## config.mk

```make
export PLATFORM = sky130hd
export DESIGN_NAME = deserializer
export DESIGN_NICKNAME = d
export VERILOG_FILES = /design/src/rtl/deserializer.sv
export SDC_FILE = /design/constraint.sdc
export NUM_CORES = 1
export LEC_CHECK = 0
export ABC_AREA = 1
export BUFFER_PORTS_ARGS = -buffer_cell sky130_fd_sc_hd__buf_2
export CAP_MARGIN = 20
export CORE_ASPECT_RATIO = 0.6
export CORE_UTILIZATION = 40
export CTS_CLUSTER_DIAMETER = 120
export DETAILED_ROUTE_END_ITERATION = 16
export HOLD_SLACK_MARGIN = 0.15
export PLACE_DENSITY = 0.64
export SYNTH_ARGS = -nofsm -noshare
export SYNTH_HDL_FRONTEND = slang
export SYNTH_SLANG_ARGS = --single-unit
```

## constraint.sdc

```tcl
create_clock -name clk_i -period 2.6 [get_ports clk_i]
set_input_delay 0.52 -clock clk_i [delete_from_list [all_inputs] [get_ports clk_i]]
set_output_delay 0.52 -clock clk_i [all_outputs]
set_load 0.02 [all_outputs]
```

## src/rtl/deserializer.sv

```systemverilog
// Serial-to-parallel receiver: gathers MSB-first bits qualified by data_val_i into
// left-aligned words, emitting full words and idle-timeout-flushed short words.
module deserializer #(
  parameter int WIDTH   = 16,
  parameter int MOD_W   = $clog2(WIDTH),
  parameter int TIMEOUT = 4
) (
  input  logic             clk_i,
  input  logic             srst_i,
  input  logic             data_i,
  input  logic             data_val_i,
  output logic [WIDTH-1:0] deser_data_o,
  output logic [MOD_W-1:0] deser_data_mod_o,
  output logic             deser_data_val_o,
  output logic             busy_o
);

  localparam int CNT_W = MOD_W + 1;
  localparam int GAP_W = (TIMEOUT > 1) ? $clog2(TIMEOUT) : 1;
  localparam logic [CNT_W-1:0] FULL_CNT = CNT_W'(WIDTH);
  localparam logic [GAP_W-1:0] GAP_LAST = GAP_W'((TIMEOUT > 0) ? TIMEOUT - 1 : 0);
  localparam logic [MOD_W-1:0] TOP_POS  = MOD_W'(WIDTH - 1);

  typedef enum logic {
    S_IDLE    = 1'b0,
    S_COLLECT = 1'b1
  } state_t;

  state_t           r_state, w_state_nxt;
  logic [WIDTH-1:0] r_shift, w_shift_nxt;
  logic [CNT_W-1:0] r_cnt, w_cnt_nxt, w_cnt_inc;
  logic [GAP_W-1:0] r_gap, w_gap_nxt;
  logic [MOD_W-1:0] w_pos;
  logic             w_emit;
  logic [WIDTH-1:0] w_emit_data;
  logic [MOD_W-1:0] w_emit_mod;
  logic [WIDTH-1:0] r_data;
  logic [MOD_W-1:0] r_mod;
  logic             r_val;

  always_ff @(posedge clk_i) begin
    if (srst_i) begin
      r_state <= S_IDLE;
      r_shift <= '0;
      r_cnt   <= '0;
      r_gap   <= '0;
      r_data  <= '0;
      r_mod   <= '0;
      r_val   <= 1'b0;
    end else begin
      r_state <= w_state_nxt;
      r_shift <= w_shift_nxt;
      r_cnt   <= w_cnt_nxt;
      r_gap   <= w_gap_nxt;
      r_val   <= w_emit;
      if (w_emit) begin
        r_data <= w_emit_data;
        r_mod  <= w_emit_mod;
      end
    end
  end

  // The shift register is zeroed whenever a word leaves, so a flushed short word
  // already carries zeros in its unused low bits.
  always_comb begin
    w_state_nxt = r_state;
    w_shift_nxt = r_shift;
    w_cnt_nxt   = r_cnt;
    w_gap_nxt   = r_gap;
    w_cnt_inc   = r_cnt + 1'b1;
    w_pos       = TOP_POS - r_cnt[MOD_W-1:0];
    w_emit      = 1'b0;
    w_emit_data = '0;
    w_emit_mod  = '0;
    if (data_val_i) begin
      w_shift_nxt[w_pos] = data_i;
      w_gap_nxt          = '0;
      if (w_cnt_inc == FULL_CNT) begin
        w_emit      = 1'b1;
        w_emit_data = w_shift_nxt;
        w_emit_mod  = '0;
        w_shift_nxt = '0;
        w_cnt_nxt   = '0;
        w_state_nxt = S_IDLE;
      end else begin
        w_cnt_nxt   = w_cnt_inc;
        w_state_nxt = S_COLLECT;
      end
    end else if ((TIMEOUT > 0) && (r_state == S_COLLECT)) begin
      if (r_gap == GAP_LAST) begin
        w_emit      = 1'b1;
        w_emit_data = r_shift;
        w_emit_mod  = r_cnt[MOD_W-1:0];
        w_shift_nxt = '0;
        w_cnt_nxt   = '0;
        w_gap_nxt   = '0;
        w_state_nxt = S_IDLE;
      end else begin
        w_gap_nxt = r_gap + 1'b1;
      end
    end
  end

  assign deser_data_o     = r_data;
  assign deser_data_mod_o = r_mod;
  assign deser_data_val_o = r_val;
  assign busy_o           = (r_state == S_COLLECT);

endmodule

```

==> Word-level counts from Yosys, hierarchy flattened <==
Cells that the tools add are included.
Widths: inputs -> output; s select.
{ "totals": {"regBits": 45} }
{ "op_classes": {"n_addsub": 3, "order_cmp": 2, "eq_ne": 2, "muxes": 27, "n_reduce_logical": 5} }
{ "op_table": {"columns": ["operator", "count"], "rows": [
  ["$mux 16", 8],
  ["$mux 5", 4],
  ["$bwmux 16", 1],
  ["$mux 4", 3],
  ["$mux 1", 9],
  ["$add 5x1->5 const B", 1],
  ["$eq 5x5->1 const B", 1],
  ["$lt 4x5->1 const B", 1],
  ["$demux 1 s4", 1],
  ["$ge 4x1->1 const B", 1],
  ["$reduce_bool 2->1", 2],
  ["$sub 4x4->4 const A", 1],
  ["$add 2x1->2 const B", 1],
  ["$eq 2x2->1 const B", 1],
  ["$mux 2", 1],
  ["$reduce_and 2->1", 1],
  ["$reduce_or 2->1", 1],
  ["$logic_and 1x1->1", 1]
]} }

==> Longest topological paths before layout <==
{ "depth": {"depth_word": 8, "ltp_mapped": 12, "depth_no_buf": 10} }

==> Least setup slack after synthesis <==
No wires, ideal clock.
{ "synth_path": {"path_type": "register to register", "from": "register r_cnt[1]", "to": "register r_data[10], in the netlist deser_data_o[10]", "setup_ns": 0.113, "t_arrival_ns": 1.567, "slack_ns": 0.920, "stages_incl_launch_ff": 13, "path_buffers": 2, "synth_period_minus_slack_ns": 1.680, "cell_sequence": "dfxtp_1 > ha_1 > buf_4 > inv_1 > nand2_1 > nand3_4 > inv_2 > nand3_4 > nand2_2 > nand2_4 > buf_6 > nor2_1 > nor2_1"} }
{ "synth_between": {"elab_chain_cells": 8} }
{ "synth_lines": {"columns": ["element", "line_no", "text"], "rows": [
  ["from (decl)", "31", "logic [CNT_W-1:0] r_cnt, w_cnt_nxt, w_cnt_inc;"],
  ["from (signal assigned)", "53", "r_cnt <= w_cnt_nxt;"],
  ["$sub 4x4->4", "71", "w_pos = TOP_POS - r_cnt[MOD_W-1:0];"],
  ["$lt 4x5->1 (implied by the code) or $ge 4x1->1 (tied branches)", "76", "w_shift_nxt[w_pos] = data_i;"],
  ["$logic_and 1x1->1 (implied by the code)", "76", null],
  ["$mux 1 (implied by the code)", "76", null],
  ["$demux 1 s4", "76", null],
  ["$bwmux 16", "76", null],
  ["$mux 16", "78", "if (w_cnt_inc == FULL_CNT) begin"],
  ["$mux 16", "75", "if (data_val_i) begin"],
  ["to (signal assigned)", "57", "r_data <= w_emit_data;"],
  ["to (decl)", "37", "logic [WIDTH-1:0] r_data;"]
]} }
Several ways; a longest one is shown, not always the timed one.
A chain may end at the register's enable or synchronous reset.

==> Final worst setup path <==
{ "layout_path": {"from": "register r_cnt[1]", "to": "register r_data[3], in the netlist deser_data_o[3]"} }
The elaborated chain is that of the path after synthesis.

==> metrics.log <==
INFO  metric clock_insertion_delay_worst_skew = 300 ps
INFO  metric gp_congestion = 0.869
INFO  metric layout-area-overhead-vs-synth = 9.31%
INFO  metric setup_crit_end_kind = flip-flop
INFO  metric drt_iter0_markers = 167
INFO  metric critPathMaxFanout = 20
INFO  metric timing.critical_path.max_delay_family = simple AND/OR/NAND/NOR gates
INFO  metric final.period_utilization = 82.8%
INFO  metric cts-resized-gates = 0
INFO  metric cts.clk_slew.worst_paths = 90 ps
INFO  metric period_needed = 2150 ps
INFO  metric routed_wire_length_per_instance = 12.2 µm
INFO  metric worstPathCellList = ha_1 > inv_1 > nand2_1 > nand3_4 > nor2_8 > nand3_2 > nand3_1 > nand2_1 > nor2_1
INFO  metric postCtsSetupRepairBufs = 0
INFO  metric max_clock_freq = 465 MHz
INFO  metric grt_pass1_vias = 2051
INFO  metric core_area = 0.00578 mm²
INFO  metric core.rowCount = 21
INFO  metric crit_required = 2840 ps
INFO  metric total_wirelength = 5.85 mm
INFO  metric die-area = 0.00654 mm²
INFO  metric initial_core_util = 43.0%
INFO  metric worst_path_most_repeated_cell = sky130_fd_sc_hd__nand2_1
INFO  metric clock_tree_root = sky130_fd_sc_hd__clkbuf_8
INFO  metric antennaDiodeCount = 0
INFO  metric grt_overflow_total = 0
INFO  metric drv_cap = 0
INFO  metric drc = 0
INFO  metric cts_tree = built
INFO  metric antenna_found_initial = 0
INFO  metric critical_path_arrival = 2400 ps
INFO  metric power_leakage = 1.32 nW
INFO  metric die_width = 104 µm
INFO  metric tritoncts_num_sinks = 45
INFO  metric timing_hold_violations_final = 0
INFO  metric layout.nets = 407
INFO  metric cts_hold_buf = 0
INFO  metric drtPass1Iterations = 4
INFO  metric via_per_inst = 4.78
INFO  metric maxSlewViolCount = 0
INFO  metric grt_first_pass_wirelength = 10.0 mm
INFO  metric total_clock_buffers_created_by_cts = 5
INFO  metric layout_cell_share_with_drive_strength_beyond_1 = 14.3%
INFO  metric timing.critical_path.buf_inv = 1
INFO  metric io-pin-count = 26
INFO  metric worst-slew-pin-transition = 681 ps
INFO  metric critical_path_class = flip-flop to flip-flop
INFO  metric setup_total_negative_slack = 0 ps
INFO  metric final_design_area_no_fill = 0.00272 mm²
INFO  metric status = finished clean
INFO  metric final_antenna_net_count = 0
INFO  metric synth_cell_types = 24
INFO  metric min-delay-path-class = flip-flop to flip-flop
INFO  metric gr-usage-all-layers = 19.4%
INFO  metric clockBufferDepth = 2
INFO  metric power_density = 455 mW/mm²
INFO  metric via_count = 2283
INFO  metric setup_viol_count_final = 0
INFO  metric grt_max_degree = 21
INFO  metric fp.dieH = 63.1 µm
INFO  metric synth.avg_cell_area = 6.58 µm²
INFO  metric ys.warnings.count = 0
INFO  metric htree_levels = 2
INFO  metric dpl.hpwl = 4.08 mm
INFO  metric maxSlewHeadroom = 54.6%
INFO  metric crit_slowest_cell = sky130_fd_sc_hd__dfxtp_1
INFO  metric crit_path_start_kind = flip-flop
INFO  metric postSynthNetCount = 388
INFO  metric netlist_instances = 378
INFO  metric postSynthRegisterBits = 45
INFO  metric critical-path-max-stage-delay = 490 ps
INFO  metric port-buffer-count = 25
INFO  metric ys_seq_area_share = 36.2%
INFO  metric unrepaired_setup_endpoints_after_global_routing = no
INFO  metric holdWs = 470 ps
INFO  metric synth.cell_area = 0.00249 mm²
INFO  metric vdd_drop_max = 174 µV
INFO  metric fill_cell_total_of_the_finished_layout = 613
INFO  metric placement.cell_area = 0.00264 mm²
INFO  metric skew = 7.87 ps
flip-flops by register name (all words and copies together) (netlist names):
| register | cells |
|---|---|
| deser_data_val_o | 1 |
| r_shift | 16 |
| busy_o | 1 |
| r_gap | 2 |
| r_cnt | 5 |
| deser_data_o | 16 |
| deser_data_mod_o | 4 |
logic make-up (layout without fill, tap and decap cells):
family	after synthesis	in the layout	synth area share [%]
buf+inv	69	89	12.4
simple gates	215	215	39.0
flops	45	45	36.2
compound gates	43	43	9.36
fa+ha+maj	6	6	3.02
per-stage QoR:
stage	setup slack (ps)	total power [mW]	util, %	cells
after floorplan	920	0.797	-	378
after global placement	586	0.823	45.6	470
after detailed placement	468	0.824	45.6	470
after CTS	449	1.25	47.0	478
after global routing	215	1.30	47.0	478
final	448	1.24	47.0	478
tightest hold or removal path, cell delays in order (launching register included):
cell and delay [ps]:
sky130_fd_sc_hd__dfxtp_1 320, sky130_fd_sc_hd__nand2_1 60, sky130_fd_sc_hd__a21oi_1 50
power breakdown:
group          total [mW]  internal [mW]  leakage, nW  switching, mW
Sequential          0.707          0.697        0.364        0.00963
Clock               0.427          0.187       0.0450          0.240
Combinational       0.102         0.0307        0.907         0.0711
final timing paths:
check,end,depth (start not counted),from,slack [ps]
worst max-delay path,deser_data_o[3]$_SDFFE_PP0P_,9,r_cnt[1]$_SDFFE_PP0P_,450
worst min-delay path,r_gap[1]$_SDFFE_PP0P_,2,r_gap[1]$_SDFFE_PP0P_,470
worst max register to register,deser_data_o[3]$_SDFFE_PP0P_,9,r_cnt[1]$_SDFFE_PP0P_,450
worst min register to register,r_gap[1]$_SDFFE_PP0P_,2,r_gap[1]$_SDFFE_PP0P_,470
layer usage:
| layer | wire [µm] | vias to the layer above | GRT usage (%) |
|---|---|---|---|
| met5 | 0 | - | 0 |
| met4 | 35 | 0 | 5.18 |
| met3 | 352 | 5 | 4.66 |
| met2 | 2280 | 58 | 28.1 |
| met1 | 3180 | 994 | 28.3 |
| li1 | - | 1226 | - |
cells in the final DEF (no fill, tap or decap), types with 3 or more instances in the layout:
| cell | synthesis | final |
|---|---|---|
| sky130_fd_sc_hd__nand2_1 | 106 | 106 |
| sky130_fd_sc_hd__nor2_1 | 49 | 49 |
| sky130_fd_sc_hd__inv_1 | 46 | 46 |
| sky130_fd_sc_hd__dfxtp_1 | 45 | 45 |
| sky130_fd_sc_hd__nand3_1 | 41 | 41 |
| sky130_fd_sc_hd__buf_2 | 4 | 25 |
| sky130_fd_sc_hd__o21ai_0 | 15 | 15 |
| sky130_fd_sc_hd__a21oi_1 | 14 | 14 |
| sky130_fd_sc_hd__o22ai_1 | 14 | 14 |
| sky130_fd_sc_hd__ha_1 | 6 | 6 |
| sky130_fd_sc_hd__buf_4 | 4 | 6 |
| sky130_fd_sc_hd__nand2_2 | 5 | 5 |
| sky130_fd_sc_hd__clkbuf_8 | 0 | 5 |
| sky130_fd_sc_hd__inv_2 | 3 | 3 |
| sky130_fd_sc_hd__nand4_1 | 3 | 3 |
| sky130_fd_sc_hd__nand3_2 | 3 | 3 |
area by class of cell:
class	instances	area (µm²)	area share, %
clock buffers	6	72.6	2.67
clock inverters	2	10.0	0.368
inverters	50	188	6.91
multi-input cells	264	1280	47.0
flip-flops and latches	45	901	33.1
well taps	80	100	3.68
repair buffers	31	170	6.26
Yosys cell counts (all sizes together):
cell | n | area, µm²
nand3 | 46 | 270
nand4 | 3 | 18.8
o22ai | 14 | 87.6
clkinv | 1 | 3.75
dfxtp | 45 | 901
clkbuf | 7 | 26.3
ha | 6 | 75.1
nand2 | 113 | 452
inv | 49 | 184
a21oi | 14 | 70.1
o21ai | 15 | 75.1
buf | 12 | 95.1
or2 | 1 | 6.26
nor2 | 52 | 221
Power figures use the tool's default switching activity.
